$ cat src/rtl/sc_microseq_if.sv
// rtl/sc_microseq_if.sv - host config, RAM address and result-FIFO signal bundle of the SC micro-sequencer
interface sc_microseq_if #(
  parameter int ARRAY_NUM  = 3,
  parameter int BLOCK_NUM  = 3,
  parameter int CUBE_NUM   = 3,
  parameter int RAM_DEPTH  = 2048,
  parameter int SEQ_LEN    = 31,
  parameter int FIFO_GROUP = 4
);
  localparam int RESULT_NUM = ARRAY_NUM * BLOCK_NUM * CUBE_NUM;
  localparam int AW         = $clog2(RAM_DEPTH);
  localparam int SW         = $clog2(SEQ_LEN);
  localparam int UW         = 4 * ARRAY_NUM;
  localparam int WR_BEATS   = (RESULT_NUM + FIFO_GROUP - 1) / FIFO_GROUP;
  localparam int BW         = (WR_BEATS > 1) ? $clog2(WR_BEATS) : 1;

  logic                   iCfgWe;
  logic [SW-1:0]          iCfgAddr;
  logic [UW-1:0]          iCfgData;
  logic                   iStart;
  logic [15:0]            iBlockCount;
  logic [AW-1:0]          iRdBase;
  logic [AW-1:0]          iWrBase;
  logic                   oReady;
  logic                   oDone;
  logic                   oClearAcc;
  logic [3*ARRAY_NUM-1:0] oInputPattern;
  logic [ARRAY_NUM-2:0]   oPassDataLeft;
  logic                   oDataRdValid;
  logic [AW-1:0]          oAddrRd;
  logic                   iAllResultFifoHasData;
  logic [RESULT_NUM-1:0]  oResultRdEn;
  logic                   oWriteEn;
  logic [AW-1:0]          oAddrWr;
  logic [BW-1:0]          oResultFifoSel;

  modport slave (
    input  iCfgWe, iCfgAddr, iCfgData, iStart, iBlockCount, iRdBase, iWrBase,
           iAllResultFifoHasData,
    output oReady, oDone, oClearAcc, oInputPattern, oPassDataLeft, oDataRdValid,
           oAddrRd, oResultRdEn, oWriteEn, oAddrWr, oResultFifoSel
  );

  modport master (
    output iCfgWe, iCfgAddr, iCfgData, iStart, iBlockCount, iRdBase, iWrBase,
           iAllResultFifoHasData,
    input  oReady, oDone, oClearAcc, oInputPattern, oPassDataLeft, oDataRdValid,
           oAddrRd, oResultRdEn, oWriteEn, oAddrWr, oResultFifoSel
  );
endinterface

$ cat src/rtl/sc_microseq.sv
// rtl/sc_microseq.sv - microcoded multi-block job sequencer for the SC PE-cube array
// Read side steps the microcode table per block; write side drains result FIFOs in grouped beats.
module sc_microseq #(
  parameter int ARRAY_NUM  = 3,
  parameter int BLOCK_NUM  = 3,
  parameter int CUBE_NUM   = 3,
  parameter int RAM_DEPTH  = 2048,
  parameter int SEQ_LEN    = 31,
  parameter int ADDR_STEP  = 4,
  parameter int FIFO_GROUP = 4
) (
  input logic         iClk,
  input logic         iRstN,
  sc_microseq_if.slave bus
);
  localparam int RESULT_NUM = ARRAY_NUM * BLOCK_NUM * CUBE_NUM;
  localparam int AW         = $clog2(RAM_DEPTH);
  localparam int SW         = $clog2(SEQ_LEN);
  localparam int UW         = 4 * ARRAY_NUM;
  localparam int WR_BEATS   = (RESULT_NUM + FIFO_GROUP - 1) / FIFO_GROUP;
  localparam int BW         = (WR_BEATS > 1) ? $clog2(WR_BEATS) : 1;
  localparam logic [3*ARRAY_NUM-1:0] PAT_IDLE = {ARRAY_NUM{3'd5}};

  typedef enum logic {RD_IDLE, RD_RUN} rd_state_e;
  typedef enum logic {WR_IDLE, WR_BURST} wr_state_e;

  rd_state_e              rd_state_q, rd_state_d;
  wr_state_e              wr_state_q, wr_state_d;
  logic                   job_q, job_d;
  logic [15:0]            count_q, count_d, blk_q, blk_d, wr_blk_q, wr_blk_d;
  logic [SW-1:0]          step_q, step_d;
  logic [AW-1:0]          rd_ptr_q, rd_ptr_d, wr_ptr_q, wr_ptr_d;
  logic [BW-1:0]          beat_q, beat_d, pop_beat_q, pop_beat_d, sel_q, sel_d;
  logic                   pop_v_q, pop_v_d, we_q, we_d, done_q, done_d;
  logic                   rd_valid_q, rd_valid_d, clear_q, clear_d;
  logic [RESULT_NUM-1:0]  rd_en_q, rd_en_d;
  logic [ARRAY_NUM-2:0]   pass_q, pass_d;
  logic [3*ARRAY_NUM-1:0] pat_q, pat_d;
  logic [UW-1:0]          table_q [SEQ_LEN];
  logic [UW-1:0]          table_d [SEQ_LEN];
  logic                   ready, final_burst;

  function automatic logic [RESULT_NUM-1:0] beat_mask(input logic [BW-1:0] b);
    logic [RESULT_NUM-1:0] m;
    for (int i = 0; i < RESULT_NUM; i++)
      m[i] = (i >= int'(b) * FIFO_GROUP) && (i < (int'(b) + 1) * FIFO_GROUP);
    return m;
  endfunction

  assign ready       = (rd_state_q == RD_IDLE) && (wr_state_q == WR_IDLE) && !job_q;
  // The last block's burst waits for the reads so done always means both sides are idle.
  assign final_burst = (wr_blk_q == count_q - 16'd1);

  always_comb begin
    rd_state_d = rd_state_q;
    wr_state_d = wr_state_q;
    job_d      = job_q;
    count_d    = count_q;
    blk_d      = blk_q;
    wr_blk_d   = wr_blk_q;
    step_d     = step_q;
    rd_ptr_d   = rd_ptr_q;
    wr_ptr_d   = wr_ptr_q;
    beat_d     = beat_q;
    table_d    = table_q;
    done_d     = 1'b0;
    rd_valid_d = (rd_state_q == RD_RUN);
    rd_en_d    = (wr_state_q == WR_BURST) ? beat_mask(beat_q) : '0;
    pop_v_d    = (wr_state_q == WR_BURST);
    pop_beat_d = beat_q;
    we_d       = pop_v_q;
    sel_d      = pop_v_q ? pop_beat_q : '0;
    clear_d    = 1'b0;
    pass_d     = '0;
    pat_d      = PAT_IDLE;

    if (ready && bus.iCfgWe && (int'(bus.iCfgAddr) < SEQ_LEN))
      table_d[bus.iCfgAddr] = bus.iCfgData;

    if (we_q)
      wr_ptr_d = wr_ptr_q + AW'(ADDR_STEP);

    if (ready && bus.iStart) begin
      count_d  = bus.iBlockCount;
      rd_ptr_d = bus.iRdBase;
      wr_ptr_d = bus.iWrBase;
      step_d   = '0;
      blk_d    = '0;
      wr_blk_d = '0;
      if (bus.iBlockCount == 16'd0) begin
        done_d = 1'b1;
      end else begin
        job_d      = 1'b1;
        rd_state_d = RD_RUN;
      end
    end

    if (rd_state_q == RD_RUN) begin
      {clear_d, pass_d, pat_d} = table_q[step_q];
      rd_ptr_d = rd_ptr_q + AW'(ADDR_STEP);
      if (step_q == SW'(SEQ_LEN - 1)) begin
        step_d = '0;
        if (blk_q == count_q - 16'd1) rd_state_d = RD_IDLE;
        else                          blk_d      = blk_q + 16'd1;
      end else begin
        step_d = step_q + SW'(1);
      end
    end

    case (wr_state_q)
      WR_IDLE: begin
        if (bus.iAllResultFifoHasData && job_q && (wr_blk_q < count_q) &&
            (!final_burst || rd_state_q == RD_IDLE)) begin
          wr_state_d = WR_BURST;
          beat_d     = '0;
        end
      end
      WR_BURST: begin
        if (beat_q == BW'(WR_BEATS - 1)) begin
          wr_state_d = WR_IDLE;
          beat_d     = '0;
          wr_blk_d   = wr_blk_q + 16'd1;
        end else begin
          beat_d = beat_q + BW'(1);
        end
      end
      default: wr_state_d = WR_IDLE;
    endcase

    // wr_blk has already advanced past the final block by the time its last beat is written.
    if (job_q && we_q && (sel_q == BW'(WR_BEATS - 1)) && (wr_blk_q == count_q)) begin
      done_d = 1'b1;
      job_d  = 1'b0;
    end
  end

  always_ff @(posedge iClk or negedge iRstN) begin
    if (!iRstN) begin
      rd_state_q <= RD_IDLE;
      wr_state_q <= WR_IDLE;
      job_q      <= 1'b0;
      count_q    <= '0;
      blk_q      <= '0;
      wr_blk_q   <= '0;
      step_q     <= '0;
      rd_ptr_q   <= '0;
      wr_ptr_q   <= '0;
      beat_q     <= '0;
      pop_beat_q <= '0;
      sel_q      <= '0;
      pop_v_q    <= 1'b0;
      we_q       <= 1'b0;
      done_q     <= 1'b0;
      rd_valid_q <= 1'b0;
      rd_en_q    <= '0;
      clear_q    <= 1'b0;
      pass_q     <= '0;
      pat_q      <= PAT_IDLE;
      for (int i = 0; i < SEQ_LEN; i++) table_q[i] <= '0;
    end else begin
      rd_state_q <= rd_state_d;
      wr_state_q <= wr_state_d;
      job_q      <= job_d;
      count_q    <= count_d;
      blk_q      <= blk_d;
      wr_blk_q   <= wr_blk_d;
      step_q     <= step_d;
      rd_ptr_q   <= rd_ptr_d;
      wr_ptr_q   <= wr_ptr_d;
      beat_q     <= beat_d;
      pop_beat_q <= pop_beat_d;
      sel_q      <= sel_d;
      pop_v_q    <= pop_v_d;
      we_q       <= we_d;
      done_q     <= done_d;
      rd_valid_q <= rd_valid_d;
      rd_en_q    <= rd_en_d;
      clear_q    <= clear_d;
      pass_q     <= pass_d;
      pat_q      <= pat_d;
      table_q    <= table_d;
    end
  end

  assign bus.oReady         = ready;
  assign bus.oDone          = done_q;
  assign bus.oClearAcc      = clear_q;
  assign bus.oInputPattern  = pat_q;
  assign bus.oPassDataLeft  = pass_q;
  assign bus.oDataRdValid   = rd_valid_q;
  assign bus.oAddrRd        = (rd_state_q == RD_RUN) ? rd_ptr_q : '0;
  assign bus.oResultRdEn    = rd_en_q;
  assign bus.oWriteEn       = we_q;
  assign bus.oAddrWr        = wr_ptr_q;
  assign bus.oResultFifoSel = sel_q;
endmodule

$ cat src/flat_wrapper.sv
// flat-port wrapper written by rule: the top's interface ports become plain ports
module sc_microseq_flat 
#(
  parameter int ARRAY_NUM  = 3,
  parameter int BLOCK_NUM  = 3,
  parameter int CUBE_NUM   = 3,
  parameter int RAM_DEPTH  = 2048,
  parameter int SEQ_LEN    = 31,
  parameter int ADDR_STEP  = 4,
  parameter int FIFO_GROUP = 4
)
  (iClk, iRstN, bus_iCfgWe, bus_iCfgAddr, bus_iCfgData, bus_iStart, bus_iBlockCount, bus_iRdBase, bus_iWrBase, bus_iAllResultFifoHasData, bus_oReady, bus_oDone, bus_oClearAcc, bus_oInputPattern, bus_oPassDataLeft, bus_oDataRdValid, bus_oAddrRd, bus_oResultRdEn, bus_oWriteEn, bus_oAddrWr, bus_oResultFifoSel);
  sc_microseq_if #(.ARRAY_NUM(ARRAY_NUM), .BLOCK_NUM(BLOCK_NUM), .CUBE_NUM(CUBE_NUM), .RAM_DEPTH(RAM_DEPTH), .SEQ_LEN(SEQ_LEN), .FIFO_GROUP(FIFO_GROUP)) bus_i ();
  input logic iClk;
  input logic iRstN;
  input wire logic [$bits(bus_i.iCfgWe)-1:0] bus_iCfgWe;
  input wire logic [$bits(bus_i.iCfgAddr)-1:0] bus_iCfgAddr;
  input wire logic [$bits(bus_i.iCfgData)-1:0] bus_iCfgData;
  input wire logic [$bits(bus_i.iStart)-1:0] bus_iStart;
  input wire logic [$bits(bus_i.iBlockCount)-1:0] bus_iBlockCount;
  input wire logic [$bits(bus_i.iRdBase)-1:0] bus_iRdBase;
  input wire logic [$bits(bus_i.iWrBase)-1:0] bus_iWrBase;
  input wire logic [$bits(bus_i.iAllResultFifoHasData)-1:0] bus_iAllResultFifoHasData;
  output wire logic [$bits(bus_i.oReady)-1:0] bus_oReady;
  output wire logic [$bits(bus_i.oDone)-1:0] bus_oDone;
  output wire logic [$bits(bus_i.oClearAcc)-1:0] bus_oClearAcc;
  output wire logic [$bits(bus_i.oInputPattern)-1:0] bus_oInputPattern;
  output wire logic [$bits(bus_i.oPassDataLeft)-1:0] bus_oPassDataLeft;
  output wire logic [$bits(bus_i.oDataRdValid)-1:0] bus_oDataRdValid;
  output wire logic [$bits(bus_i.oAddrRd)-1:0] bus_oAddrRd;
  output wire logic [$bits(bus_i.oResultRdEn)-1:0] bus_oResultRdEn;
  output wire logic [$bits(bus_i.oWriteEn)-1:0] bus_oWriteEn;
  output wire logic [$bits(bus_i.oAddrWr)-1:0] bus_oAddrWr;
  output wire logic [$bits(bus_i.oResultFifoSel)-1:0] bus_oResultFifoSel;
  assign bus_i.iCfgWe = bus_iCfgWe;
  assign bus_i.iCfgAddr = bus_iCfgAddr;
  assign bus_i.iCfgData = bus_iCfgData;
  assign bus_i.iStart = bus_iStart;
  assign bus_i.iBlockCount = bus_iBlockCount;
  assign bus_i.iRdBase = bus_iRdBase;
  assign bus_i.iWrBase = bus_iWrBase;
  assign bus_i.iAllResultFifoHasData = bus_iAllResultFifoHasData;
  assign bus_oReady = bus_i.oReady;
  assign bus_oDone = bus_i.oDone;
  assign bus_oClearAcc = bus_i.oClearAcc;
  assign bus_oInputPattern = bus_i.oInputPattern;
  assign bus_oPassDataLeft = bus_i.oPassDataLeft;
  assign bus_oDataRdValid = bus_i.oDataRdValid;
  assign bus_oAddrRd = bus_i.oAddrRd;
  assign bus_oResultRdEn = bus_i.oResultRdEn;
  assign bus_oWriteEn = bus_i.oWriteEn;
  assign bus_oAddrWr = bus_i.oAddrWr;
  assign bus_oResultFifoSel = bus_i.oResultFifoSel;
  sc_microseq #(.ARRAY_NUM(ARRAY_NUM), .BLOCK_NUM(BLOCK_NUM), .CUBE_NUM(CUBE_NUM), .RAM_DEPTH(RAM_DEPTH), .SEQ_LEN(SEQ_LEN), .ADDR_STEP(ADDR_STEP), .FIFO_GROUP(FIFO_GROUP)) u_core (.iClk(iClk), .iRstN(iRstN), .bus(bus_i));
endmodule
$ cat config.mk
export PLATFORM = sky130hd
export DESIGN_NAME = sc_microseq_flat
export DESIGN_NICKNAME = d
export VERILOG_FILES = /design/src/rtl/sc_microseq_if.sv /design/src/rtl/sc_microseq.sv /design/src/flat_wrapper.sv
export SDC_FILE = /design/constraint.sdc
export NUM_CORES = 1
export LEC_CHECK = 0
export CORE_AREA = 2 2 211 213
export CTS_CLUSTER_DIAMETER = 30
export DETAILED_ROUTE_END_ITERATION = 8
export DIE_AREA = 0 0 213 215
export GPL_ROUTABILITY_DRIVEN = 0
export GPL_TIMING_DRIVEN = 1
export PLACE_DENSITY = 0.76
export SYNTH_ARGS = -nofsm -noshare
export SYNTH_HDL_FRONTEND = slang
export SYNTH_SLANG_ARGS = --single-unit
$ cat constraint.sdc
create_clock -name iClk -period 3.4 [get_ports iClk]
set_clock_uncertainty 0.15 [all_clocks]
set_input_delay 0.68 -clock iClk [delete_from_list [all_inputs] [get_ports iClk]]
set_output_delay 0.68 -clock iClk [all_outputs]
set_load 0.01 [all_outputs]
==> results.toml <==
[sta]
timing.final.hold_violations = 0
layout_setup_ws_ns = 0.00434
hold_slack_ns = 0.252
min_period_ns = 3.40
relSlewSlack_pct = 26.2
setup_violations = 0
tightest_slew_ns = 1.10
slew_violations = 0
fmax_ghz = 0.294
final.period_utilization_pct = 99.9

[pwr]
seq_power_share_pct = 34.7
p_comb_share_pct = 1.8
cellPowerDensity_nw_per_um2 = 566
leakage_uw = 0.0139
switching_power_uw = 3580
power.internal_uw = 13200
p_clk_share_pct = 63.5
ir_worst_vdd_mv = 0.579
p_sw_share_pct = 21.4

[placed_design]
port_buffers = 127
dpl.hpwl_um = 36800
place_ws_ns = -0.0724
dpl-instance-area_sq_um = 25800

[route]
ant_nets = 0
drt-total-wl_um = 58900
drt_pass1_iterations = 6
vias = 15600
drt-initial-drc-count = 1032
post-route-drc-count = 0
wl_per_cell_um = 22.4
viasPerCell = 5.92

[setup_path]
crit_path_end = "u_core.blk_q[0]$_DFF_PN0_"
crit_path_frequent_cell = "or4_4"
critPathCaptureType = "flop"
r2r-end = "u_core.blk_q[0]$_DFF_PN0_"
cp-startpoint = "u_core.count_q[10]$_DFFE_PN0P_"
reg2reg_depth = 8
critPathTopFamily = "simple AND/OR/NAND/NOR gates"
worstSetupPathType = "reg2reg"
path_cells = "or4_4 > or4_4 > o22ai_2 > o221ai_2 > a2111oi_2 > nand4_4 > and2_4 > mux2_2"
path_max_fanout = 8
path_buf_inv = 0
crit_slowest_cell = "or4_4"
arrival_ns = 3.75
ff2ff_setup_slack_ns = 0.004
cp.depth = 8
slowest_delay_ns = 0.59
crit_path_start_kind = "flop"
regToRegStartpoint = "u_core.count_q[10]$_DFFE_PN0P_"
cp.required_ns = 3.75

[cells_and_area]
nFillCells = 2897
multiInputGateArea_sq_um = 10700
areaGrowthSynthToFinish_pct = 25.3
num_antenna_cells = 0
ff_latch_area_sq_um = 12200
layout-drive-gt1-share_pct = 38.5
final_nets = 2041
stdcell_area_sq_um = 29600

[logic_synthesis]
synthTopCellsByArea = "dfrtp_1 (51%), mux2_2 (18%), mux4_2 (10%)"
yosys_most_used_dff = "dfrtp_1"
yosysWarnings = 0
ys_types = 69
yosysTopAreaCell = "dfrtp_1"
synth_area_per_cell_sq_um = 13.2
netlist_instances = 1787
ys_async_sr_fraction_pct = 100
yosysMostFrequentCell = "dfrtp_1"
ys_seq_area_share_pct = 51.7
synth_edf_count = 0
synth_area_sq_um = 23700
yosysTopAreaCellShare_pct = 51.0
ys_seq_elements = 488
ys_top_cells_by_count = "dfrtp_1 (482), mux2_2 (373), nand2_1 (131)"
syn-num-nets = 1875

[clock_tree]
postCtsSetupRepairBufs = 0
cts_tree = "built"
cts_sinks = 488
clk_path_buf_depth = 3
insertion_delay_ns = 0.64
cts_made_buffers = 102
path_clk_slew_ns = 0.05
h-tree-depth = 3
cts-root-buf = "clkbuf_16"

[global_route]
grt.total_usage_pct = 26.6
antenna_found_initial = 0
grt_overflow_total = 0
grt_pass1_vias = 16900
grt_max_degree = 72
grt_pass1_wl_um = 94200

[floorplan]
pin_count = 128
rows = 77
core_area_sq_um = 43600
die_x_um = 213
die_area_sq_um = 45800
die_y_um = 215
initial_utilization_pct = 54.2

[flow_run]
drv_cap = 0

[outcome]
outcome = "finished, final reports clean"

[min_path]
hold_class = "reg2reg"
==> power groups by stage <==
stage | registers, uW | logic (uW) | clock network (uW)
2_1_floorplan | 5920 | 56.1 | 0
3_3_place_gp | 5910 | 295 | 0
3_5_place_dp | 5910 | 302 | 0
4_1_cts | 5820 | 307 | 10800
5_1_grt | 5820 | 339 | 11100
6_report | 5820 | 300 | 10600
==> repair_timing <==
item / 4_1_cts / 5_1_grt
endpoints found under the hold margin: 64 / 0
setup endpoints to repair: 9 / 20
gates resized for setup: 4 / 4
pin swaps: 0 / 2
hold buffers: 1 / 0
cloned: 0 / 1
==> cells by family after synthesis <==
family,count (synthesis),share of synthesized area (%)
AO/OA/AOI/OAI,149,4.06
adder cells (fa/ha/maj),28,1.48
XOR/XNOR,52,2.04
multiplexers,522,29.8
AND/OR/NAND/NOR,371,7.81
flip-flops,488,51.7
buffers and inverters,177,3.16
==> how the worst min path moves through the flow <==
stage	start	to	cells after the start
2_1_floorplan	u_core.pop_v_d$_DFF_PN0_	u_core.pop_v_q$_DFF_PN0_	0
3_3_place_gp	u_core.pop_v_q$_DFF_PN0_	u_core.bus.oWriteEn$_DFF_PN0_	0
3_5_place_dp	u_core.pop_v_q$_DFF_PN0_	u_core.bus.oWriteEn$_DFF_PN0_	0
4_1_cts	u_core.pop_v_q$_DFF_PN0_	u_core.bus.oWriteEn$_DFF_PN0_	0
5_1_grt	u_core.pop_v_q$_DFF_PN0_	u_core.bus.oWriteEn$_DFF_PN0_	0
6_report	u_core.pop_v_q$_DFF_PN0_	u_core.bus.oWriteEn$_DFF_PN0_	0
==> flip-flops by register name, indices dropped and copies added, names as in the netlist <==
register,count
u_core.beat_q,3
u_core.blk_q,16
u_core.bus.oAddrWr,11
u_core.bus.oClearAcc,1
u_core.bus.oDataRdValid,1
u_core.bus.oDone,1
u_core.bus.oInputPattern,9
u_core.bus.oPassDataLeft,2
u_core.bus.oResultFifoSel,3
u_core.bus.oResultRdEn,13
u_core.bus.oWriteEn,1
u_core.count_q,16
u_core.job_q,1
u_core.pop_beat_q,3
u_core.pop_v_d,1
u_core.pop_v_q,1
u_core.rd_ptr_q,11
u_core.rd_state_q,1
u_core.step_q,5
u_core.table_q,372
u_core.wr_blk_q,16
==> area by class of cell <==
class	count	share of cell area, %
flip-flops and latches	488	41.3
multi-input cells	1123	36.3
clock buffers	118	9.02
repair buffers	212	6.93
clock inverters	72	3.68
well taps	592	2.50
inverters	26	0.329
==> layout by cell type, fill, tap and decap left out, types with 18 or more instances in the layout <==
| cell | instances |
|---|---|
| ha_1 | 28 |
| clkbuf_16 | 102 |
| and3_1 | 29 |
| mux4_2 | 108 |
| o21ai_0 | 82 |
| nand2_1 | 131 |
| inv_1 | 26 |
| clkinv_2 | 20 |
| bufinv_16 | 21 |
| mux2_2 | 373 |
| nand3_1 | 36 |
| nor2_1 | 58 |
| nand4_1 | 18 |
| and2_1 | 21 |
| xnor2_1 | 33 |
| mux2i_1 | 41 |
| buf_4 | 73 |
| nor3_1 | 22 |
| clkdlybuf4s50_1 | 126 |
| dfrtp_1 | 480 |
==> per-stage QoR <==
stage          TNS (ns)  power [uW]  std cells  utilization, %
2_1_floorplan         0        5970       1787               -
3_3_place_gp          0        6210       2439            59.1
3_5_place_dp     -0.291        6220       2439            59.1
4_1_cts               0       16900       2630            67.8
5_1_grt          -0.547       17300       2631            67.9
6_report              0       16800       2631            67.9
==> routing by layer <==
| metal | vias to the layer above | wire length [um] | global-route usage (%) |
|---|---|---|---|
| met5 | - | 0 | 0 |
| met4 | 0 | 1930 | 10.6 |
| met3 | 140 | 3160 | 4.88 |
| met2 | 539 | 29500 | 43.7 |
| met1 | 8063 | 24300 | 35.1 |
| li1 | 6842 | - | - |
Power figures use the tool's default switching activity.
